### src/rtl/sqrt_pack.sv
// sqrt_pack: output stage of the binary16 square-root datapath.
// Packs each finished iteration result into an IEEE-754 binary16 word and
// queues it in a first-word fall-through FIFO toward the consumer.
//
// Ports:
//   clk, rst            clock and synchronous active-high reset
//   enable              capture enable (FIFO drain continues when low)
//   it_valid, result    iteration-stage valid and result strobe
//   sign_in, exp_in     result sign and signed unbiased exponent
//   mant_in             11-bit mantissa, bit 10 is the hidden bit
//   is_nan_in, is_pinf_in, is_ninf_in   special-value flags
//   out_valid/out_ready/out_data        consumer handshake, head word
//   count               FIFO occupancy
//   overflow            sticky: a capture was dropped on a full FIFO
module sqrt_pack #(
  parameter  int unsigned DEPTH = 2,
  localparam int unsigned CW    = $clog2(DEPTH) + 1
) (
  input  logic              clk,
  input  logic              rst,
  input  logic              enable,
  input  logic              it_valid,
  input  logic              result,
  input  logic              sign_in,
  input  logic signed [6:0] exp_in,
  input  logic [10:0]       mant_in,
  input  logic              is_nan_in,
  input  logic              is_pinf_in,
  input  logic              is_ninf_in,
  output logic              out_valid,
  input  logic              out_ready,
  output logic [15:0]       out_data,
  output logic [CW-1:0]     count,
  output logic              overflow
);

  localparam int unsigned PW = (DEPTH > 1) ? $clog2(DEPTH) : 1;

  logic [15:0]   r_mem [DEPTH];
  logic [PW-1:0] r_wr_ptr;
  logic [PW-1:0] r_rd_ptr;
  logic [CW-1:0] r_count;
  logic          r_overflow;

  logic          w_capture;
  logic          w_full;
  logic          w_pop;
  logic          w_push;
  logic [4:0]    w_exp_biased;
  logic [15:0]   w_packed;

  assign w_capture = enable & it_valid & result;
  assign w_full    = (r_count == CW'(DEPTH));
  assign w_pop     = out_valid & out_ready;
  // A pop in the same cycle frees a slot, so a full FIFO can still accept.
  assign w_push    = w_capture & (~w_full | w_pop);

  // Only exponents -14..15 reach the biased path, so 5-bit wrap is exact.
  assign w_exp_biased = exp_in[4:0] + 5'd15;

  // binary16 packing, first matching rule wins
  always_comb begin
    w_packed = {sign_in, w_exp_biased, mant_in[9:0]};
    if (is_nan_in | is_ninf_in) begin
      w_packed = 16'h7E00;
    end else if (is_pinf_in) begin
      w_packed = 16'h7C00;
    end else if ((exp_in == -7'sd15) && (mant_in == 11'd0)) begin
      w_packed = {sign_in, 15'h0000};
    end else if (exp_in >= 7'sd16) begin
      w_packed = {sign_in, 15'h7C00};
    end else if (exp_in <= -7'sd15) begin
      w_packed = {sign_in, 15'h0000};
    end
  end

  // FIFO storage, pointers, occupancy and sticky overflow
  always_ff @(posedge clk) begin
    if (rst) begin
      for (int i = 0; i < int'(DEPTH); i++) begin
        r_mem[i] <= 16'h0000;
      end
      r_wr_ptr   <= '0;
      r_rd_ptr   <= '0;
      r_count    <= '0;
      r_overflow <= 1'b0;
    end else begin
      if (w_push) begin
        r_mem[r_wr_ptr] <= w_packed;
        r_wr_ptr        <= r_wr_ptr + PW'(1);
      end
      if (w_pop) begin
        r_rd_ptr <= r_rd_ptr + PW'(1);
      end
      if (w_push && !w_pop) begin
        r_count <= r_count + CW'(1);
      end else if (!w_push && w_pop) begin
        r_count <= r_count - CW'(1);
      end
      if (w_capture && !w_push) begin
        r_overflow <= 1'b1;
      end
    end
  end

  assign out_valid = (r_count != '0);
  assign out_data  = out_valid ? r_mem[r_rd_ptr] : 16'h0000;
  assign count     = r_count;
  assign overflow  = r_overflow;

endmodule

### config.mk
export PLATFORM = sky130hd
export DESIGN_NAME = sqrt_pack
export DESIGN_NICKNAME = d
export VERILOG_FILES = /design/src/rtl/sqrt_pack.sv
export SDC_FILE = /design/constraint.sdc
export NUM_CORES = 1
export LEC_CHECK = 0
export CAP_MARGIN = 30
export CORE_MARGIN = 5
export CORE_UTILIZATION = 62
export CTS_CLUSTER_SIZE = 25
export DETAILED_ROUTE_END_ITERATION = 16
export DONT_BUFFER_PORTS = 1
export HOLD_SLACK_MARGIN = 0.08
export MAX_ROUTING_LAYER = met4
export PLACE_DENSITY_LB_ADDON = 0.05
export SLEW_MARGIN = 20
export SYNTH_ARGS = -nofsm -noshare
export SYNTH_HDL_FRONTEND = slang
export SYNTH_SLANG_ARGS = --single-unit
### constraint.sdc
create_clock -name clk -period 2.2 [get_ports clk]
set_input_delay 0.33 -clock clk [delete_from_list [all_inputs] [get_ports clk]]
set_output_delay 0.33 -clock clk [all_outputs]
set_load 0.05 [all_outputs]
* Yosys cells after proc, flatten, opt, wreduce, memory -nomap -nowiden
Memory sizes are Yosys's and may differ from the RTL's. A register that Yosys moved wholly into a read port is not among the register bits. Index checks and enable logic that the tools add are counted.
Cells by class: bitwise gates (word level) 7, reductions and logical operators 10, muxes and demuxes 18, add/sub/neg operators 5, $lt $le $gt $ge 2, equality and inequality tests 2
Operators by type and width (count):
- $mux W16 | 4
- $mux W15 | 3
- $reduce_or A16 Y1 | 1
- $logic_not A11 Y1 | 1
- $mux W1 | 9
- $eq A7 B5 Y1 const B | 1
- $ge A7 B6 Y1 const B | 1
- $le A7 B5 Y1 const B | 1
- $add A5 B4 Y5 const B | 1
- $and A1 B1 Y1 | 4
- $logic_and A1 B1 Y1 | 4
- $mux W2 | 2
- $reduce_bool A2 Y1 | 2
- $add A1 B1 Y1 const B | 2
- $add A2 B1 Y2 const B | 1
- $eq A2 B2 Y1 const B | 1
- $logic_not A1 Y1 | 2
- $or A1 B1 Y1 | 2
- $sub A2 B1 Y2 const B | 1
- $not A1 Y1 | 1
Storage, ports and cells: memories kept 1, output and inout bits 20, RAM bits 32, bits in registers 5, word-level logic and storage cells 49, input bits 28
Memories:
- r_mem | words 2, bits a word 16, read ports 1, clocked after Yosys merged registers in 1, write ports 2, RTL line 39 | logic [15:0] r_mem [DEPTH];

* Longest topological paths before layout
Gate-level depths: netlist of the first run.
depth after elaboration 9, depth in mapped cells 8, depth with buffers taken out 7

* Least setup slack after synthesis of the first run
Ideal clock, no wire load.
kind reg2reg, from reg r_count[0] (netlist: count[0]), to mem r_mem[0][0] (enable), slack -0.157 ns, path buffers 1, library setup time 0.392 ns, arrival time 1.965 ns, required time 1.808 ns, period minus slack after synthesis 2.357 ns, stages on the path, launching flop included 5, path through dfxtp_1 > buf_2 > or3b_1 > nand2_1 > o21bai_1
RTL lines:
- start, declared | RTL line 42 | logic [CW-1:0] r_count;
- start signal, assigned | RTL line 96 | r_count <= r_count + CW'(1);
- start signal, assigned | RTL line 98 | r_count <= r_count - CW'(1);
- end, declared | RTL line 39

* Final worst setup path of the first run
from reg r_count[0] (netlist: count[0]), to reg r_count[1] (netlist: count[1])
Between the ends: longest elaborated chain between the ends 7, elaborated cells on any way between the ends 15, classes of those cells 2 x add/sub; 1 x eq/ne; 2 x mux; 4 x bitwise; 6 x reduce/logical
Ends and longest elaborated chain:
- $reduce_bool A2 Y1 / $eq A2 B2 Y1 (equally long branches) | RTL line 106, 53
- $and A1 B1 Y1 / $not A1 Y1 (equally long branches) | RTL line 54, 56
- $or A1 B1 Y1 (*) | RTL line 56 | assign w_push = w_capture & (~w_full | w_pop);
- $and A1 B1 Y1 (*) | RTL line 56
- net w_push | RTL line 48 | logic w_push;
- $logic_not A1 Y1 | RTL line 97 | end else if (!w_push && w_pop) begin
- $logic_and A1 B1 Y1 | RTL line 97
- $reduce_bool A2 Y1 (no source line)
Mark *: on every way through the listed nets, which the timed path passes. The rest lies on a longest branch. The select of a mux whose other input is x is not followed. A chain may end at the register's enable or synchronous reset.

==> flow_metrics.py, run 1 <==
metrics = {
    "status": {
        "status": "completed",
    },
    "floorplanning": {
        "die_h_um": 65.8,
        "rows": 20,
        "dieArea_sq_mm": 0.00433,
        "core_area_sq_mm": 0.00303,
        "initial_utilization": 0.638,
        "ios": 48,
        "die_w_um": 65.8,
    },
    "drt": {
        "wl_met1_um": 1410,
        "drc": 0,
        "ant_nets": 0,
        "dr_total_vias": 1252,
        "via_per_inst": 5.37,
        "dr_wl_met2_um": 1760,
        "wl_per_cell_um": 15.0,
        "firstDrtPassIters": 4,
        "wl_met3_um": 296,
        "maxUsedRoutingLayer": "met4",
        "drt_iter0_drc": 41,
        "totalWireLength_um": 3490,
    },
    "yosys": {
        "yosysTopAreaCell": "edfxtp_1",
        "synthArstFlopShare": 0,
        "synth_top_area_share": 0.497,
        "yosysMostFrequentCell": "nor2_1",
        "seq_area_frac_synth": 0.560,
        "synthCells": 165,
        "ys_top_cells_by_area": "edfxtp_1 (50%), mux2i_1 (8.3%), nor2_1 (7.0%), dfxtp_1 (6.2%), and3_1 (6.2%)",
        "synth-main-ff-cell": "edfxtp_1",
        "synth_edf_count": 32,
        "netlist_area_sq_mm": 0.00193,
        "ys_ff_latch": 38,
        "synth_area_per_cell_sq_um": 11.7,
        "synthTopCellsByCount": "nor2_1 (36), edfxtp_1 (32), and3_1 (19)",
        "synthesis.nets": 197,
        "yosysUniqueCellTypes": 34,
        "ys_warn_count": 0,
    },
    "worst_setup_path": {
        "r2r-end": "count[1]$_SDFFE_PP0P_",
        "r2r-start": "count[0]$_SDFFE_PP0P_",
        "crit_arrival_ps": 2170,
        "startpoint_type": "register",
        "cp_cell_sequence": "or3b_1 -> nand2_1 -> inv_1 -> ha_1 -> or3_1 -> a21oi_1",
        "cp.required_ps": 2460,
        "rrSetupSlack_ps": 290,
        "rr_worst_depth": 6,
        "end_kind": "register",
        "cp_slowest_cell": "or3b_1",
        "path_class": "register to register",
        "cpPeakStageDelay_ps": 430,
        "critPathMaxFanout": 5,
    },
    "timing": {
        "fmax_ghz": 0.525,
        "slew_viol_final": 0,
        "setup-violations-final": 0,
        "hold_viol": 0,
        "period_share": 0.867,
        "worst_slew_pin_slew_ps": 823,
        "fin_crit_ps": 1910,
        "max_slew_margin": 0.451,
        "rsz0062_at_grt": "false",
        "fin_skew_ps": 9.19,
    },
    "global_routing": {
        "grt_pass1_wl_um": 5740,
        "antenna_found_initial": 0,
        "grt_max_degree": 20,
        "track_usage": 0.185,
        "overflow": 0,
        "first_global_vias": 1317,
    },
    "worst_hold_path": {
        "worstHoldPathType": "input port to register",
        "holdPathEnd": "r_mem[1][4]$_SDFFCE_PN0P_",
        "min_from": "mant_in[4]",
        "whs_path_depth": 1,
    },
    "clock_tree": {
        "hold_buffers": 1,
        "cts_setup_buffers": 0,
        "clock_latency_ps": 330,
        "root_buffer": "clkbuf_4",
        "cts.htree.levels": 2,
        "cts_buffers": 5,
        "cts_resized": 0,
        "clkTransAtPathRegs_ps": 100,
        "clockBufferDepth": 2,
        "cts_tree": "done",
        "cts.sinks": 38,
    },
    "flow_run": {
        "maxCapViolCount": 0,
    },
    "power_and_ir_drop": {
        "p_leak_nw": 0.936,
        "p_per_area_mw_per_mm2": 1010,
        "finalPower_mw": 2.21,
        "irDropWorstVdd_v": 0.000659,
    },
    "place": {
        "post-dp-hpwl_um": 2580,
        "placedCellCount": 224,
        "gp_congestion": 0.744,
        "numPortBuffers": 0,
    },
    "cells_and_area": {
        "diodes": 0,
        "layoutNonFillerInstCount": 233,
        "area_growth_pct": 13.6,
        "fillers": 214,
        "fin_nets": 220,
        "drive_gt1_frac": 0.201,
    },
}
[worst max-delay path by stage]
stage | endpoint | slack (ps) | startpoint | cells after the start
floorplan | out_data[10] | -20 | count[0]$_SDFFE_PP0P_ | 4
global placement | r_mem[0][3]$_SDFFCE_PN0P_ | 340 | exp_in[1] | 6
detailed placement | r_mem[0][4]$_SDFFCE_PN0P_ | 250 | exp_in[1] | 6
CTS | count[1]$_SDFFE_PP0P_ | 270 | count[0]$_SDFFE_PP0P_ | 6
global route | count[1]$_SDFFE_PP0P_ | 160 | count[0]$_SDFFE_PP0P_ | 6
finish | count[1]$_SDFFE_PP0P_ | 290 | count[0]$_SDFFE_PP0P_ | 6
[layout make-up]
| type | instances | area (sq um) | area share |
|---|---|---|---|
| clock buffer | 8 | 58.8 | 0.0268 |
| multi-input combinational | 114 | 802 | 0.365 |
| inverter | 6 | 22.5 | 0.0103 |
| timing repair buffer | 23 | 175 | 0.0798 |
| tap | 44 | 55.1 | 0.0251 |
| sequential | 38 | 1080 | 0.493 |
[metal layers]
layer | GRT usage | up-vias
met2 | 0.328 | 42
met4 | 0.0492 | 0
li1 | - | 640
met1 | 0.196 | 566
met5 | - | -
met3 | 0.0646 | 4
[worst max-delay path: cells and delay by family (launching register included)]
kind / cells / cell delay, ps
flops: 1 / 320
compound gates: 1 / 130
buf+inv: 1 / 70
fa+ha+maj: 1 / 310
simple gates: 3 / 1020
[cell usage in the layout (no fill, tap or decap), types with 2 or more instances in the layout]
cell,n
xor2_1,5
o21ai_0,3
mux2i_1,16
dfxtp_1,6
nor2_1,36
nor2b_1,2
inv_1,6
or3_1,2
clkbuf_4,5
buf_4,22
clkbuf_1,2
nand2_1,2
ha_1,4
and3_1,19
edfxtp_1,32
a21oi_1,6
[cell families after synthesis]
kind of cell    share of synthesized area
buf+inv                            0.0272
mux                                0.0829
fa+ha+maj                          0.0259
xor+xnor                           0.0272
flops                               0.560
compound gates                     0.0596
simple gates                        0.218
[metrics by stage]
step	utilization	TNS (ps)	cell area [sq um]	hold WS, ps	worst slack [ps]
6_report	0.725	0	2190	223	294
4_1_cts	0.725	0	2190	205	269
3_3_place_gp	0.702	0	2130	402	339
2_1_floorplan	-	-140	1940	472	-15.5
5_1_grt	0.725	0	2190	186	163
3_5_place_dp	0.702	0	2130	404	251
[report_power, final]
group          total, mW  internal, mW  switching [mW]  leakage (nW)
registers          0.861         0.839          0.0225         0.382
clock network      0.362         0.158           0.204        0.0326
logic              0.989         0.305           0.684         0.521
[flip-flops by register name, summed over array words and instances (netlist names), named ones only]
signal,cells
overflow,1
count,2
r_wr_ptr,1
r_rd_ptr,1
r_mem,32
(Power assumes the default switching activity.)
==> run 2, diff against run 1 <==
Settings changed: GPL_TIMING_DRIVEN from default to 0.
==> run 2 against run 1 <==
  * Worst hold slack lost 19 ps
  * Final cell count is 4.7% lower
  * Clock power rose by 13%
  * Register-to-register slack got worse by 190 ps
  * Worst setup slack worse by 190 ps
  * Global-route usage is 0.17 points higher
  * Combinational power rose by 5%
  * Wire length up 4.8%
  * Maximum frequency fell by 9.3%
  * Utilization increased by 1.1 points
  * Largest cell class unchanged
  * Highest routed layer unchanged
==> flow_metrics.py, run 2 (synthesis results as in run 1) <==
metrics = {
    "floorplanning": {
        "ios": 48,
        "die_w_um": 65.8,
        "die_h_um": 65.8,
        "core_area_sq_mm": 0.00303,
        "dieArea_sq_mm": 0.00433,
        "rows": 20,
        "initial_utilization": 0.638,
    },
    "timing": {
        "fin_skew_ps": 13.1,
        "period_share": 0.955,
        "setup_ws_ps": 98.6,
        "worst_slew_pin_slew_ps": 847,
        "whs_ps": 204,
        "tns_ps": 0,
        "fmax_ghz": 0.476,
        "rsz0062_at_grt": "false",
        "hold_viol": 0,
        "max_slew_margin": 0.435,
        "slew_viol_final": 0,
        "setup-violations-final": 0,
        "fin_crit_ps": 2100,
    },
    "power_and_ir_drop": {
        "p_per_area_mw_per_mm2": 1080,
        "p_leak_nw": 0.881,
        "irDropWorstVdd_v": 0.000677,
        "switchingPower_mw": 1.05,
        "power_switching_share": 0.436,
        "finalPower_mw": 2.41,
        "power_frac_seq": 0.397,
        "p_comb_frac": 0.433,
        "p_int_mw": 1.36,
        "clockPowerShare": 0.170,
    },
    "cells_and_area": {
        "diodes": 0,
        "regMostFlops": "r_mem",
        "fillers": 216,
        "utilization": 0.736,
        "fin_nets": 209,
        "seqCellArea_sq_mm": 0.00109,
        "final_common_cell": "edfxtp_1",
        "drive_gt1_frac": 0.281,
        "layoutNonFillerInstCount": 222,
        "finalInstanceArea_sq_mm": 0.00223,
        "area_growth_pct": 15.3,
        "largest_reg_flops": 32,
        "multi_input_area_sq_um": 910,
        "layout_common_cells": "edfxtp_1 (32), and3_1 (19), nor2_1 (19), mux2i_1 (16), nor2_4 (11)",
    },
    "clock_tree": {
        "cts_tree": "done",
        "clock_latency_ps": 340,
        "root_buffer": "clkbuf_4",
        "clockBufferDepth": 2,
        "cts.htree.levels": 2,
        "cts_buffers": 5,
        "clkTransAtPathRegs_ps": 120,
        "cts.sinks": 38,
    },
    "drt": {
        "drt_iter0_drc": 64,
        "wl_per_cell_um": 16.5,
        "ant_nets": 0,
        "drc": 0,
        "via_per_inst": 5.70,
        "firstDrtPassIters": 4,
        "dr_total_vias": 1266,
        "totalWireLength_um": 3650,
    },
    "worst_setup_path": {
        "critPathMaxFanout": 6,
        "cp_slowest_cell": "or3b_1",
        "cp_cell_sequence": "buf_2 -> or3b_1 -> nand2_4 -> inv_1 -> ha_1 -> or3_1 -> a21oi_1",
        "crit_arrival_ps": 2380,
        "end_kind": "register",
        "startpoint_type": "register",
        "cpPeakStageDelay_ps": 460,
        "path_class": "register to register",
        "cp.required_ps": 2480,
    },
    "place": {
        "post-dp-hpwl_um": 2660,
        "gp_congestion": 0.729,
        "pre_cts_ws_ps": -243,
        "placedCellCount": 209,
        "place_area_sq_mm": 0.00199,
        "numPortBuffers": 0,
    },
    "global_routing": {
        "overflow": 0,
        "track_usage": 0.187,
        "antenna_found_initial": 0,
        "grt_max_degree": 17,
        "first_global_vias": 1318,
        "grt_pass1_wl_um": 5860,
    },
    "worst_hold_path": {
        "worstHoldPathType": "input port to register",
    },
    "status": {
        "status": "completed",
    },
    "flow_run": {
        "maxCapViolCount": 0,
    },
}
-- run 2: cell count changes in the layout (fill, tap and decap cells not counted), moves of 2 or more --
cell,delta
buf_2,+3
buf_4,-16
clkinv_2,+2
dfxtp_1,-3
dfxtp_2,+2
nor2_1,-17
nor2_2,+6
nor2_4,+11
-- run 2: layout make-up --
cell class	instances	area share
sequential	38	0.488
buffer	6	0.0163
multi-input combinational	114	0.408
inverter	6	0.0101
timing repair buffer	6	0.0202
tap	44	0.0247
clock buffer	6	0.0281
clock inverter	2	0.00449
-- run 2: worst paths after layout --
path	slack [ps]	end	cells after the start	start
min	200	r_mem[0][1]$_SDFFCE_PN0P_	1	mant_in[1]
max reg2reg	100	count[1]$_SDFFE_PP0P_	7	count[0]$_SDFFE_PP0P_
min reg2reg	520	register	2	r_rd_ptr$_SDFFE_PP0P_
max	100	count[1]$_SDFFE_PP0P_	7	count[0]$_SDFFE_PP0P_
-- run 2: power by group through the flow --
stage | registers, mW | logic (mW) | clock network, mW
floorplan | 0.932 | 0.690 | 0
global placement | 0.938 | 0.761 | 0
detailed placement | 0.941 | 0.774 | 0
CTS | 0.953 | 0.938 | 0.413
global route | 0.968 | 1.10 | 0.441
finish | 0.958 | 1.04 | 0.409
-- run 2: timing repair --
| item | CTS | global route |
|---|---|---|
| pin swaps | 0 | 1 |
| hold buffers | 0 | 0 |
| resized for setup | 35 | 3 |
| setup buffers | 0 | 6 |
| endpoints found under the setup margin | 50 | 28 |
-- run 2: critical path: cells and delay by family (launching register included) --
kind	cells	cell delay, ps
compound gates	1	130
fa+ha+maj	1	300
buf+inv	2	240
flops	1	420
simple gates	3	940
-- run 2: metal layers --
layer	routed length, um	global-route usage	vias up
met3	261	0.0765	4
li1	-	-	619
met2	1890	0.324	39
met5	0	-	-
met1	1470	0.201	604
met4	27	0.0389	0
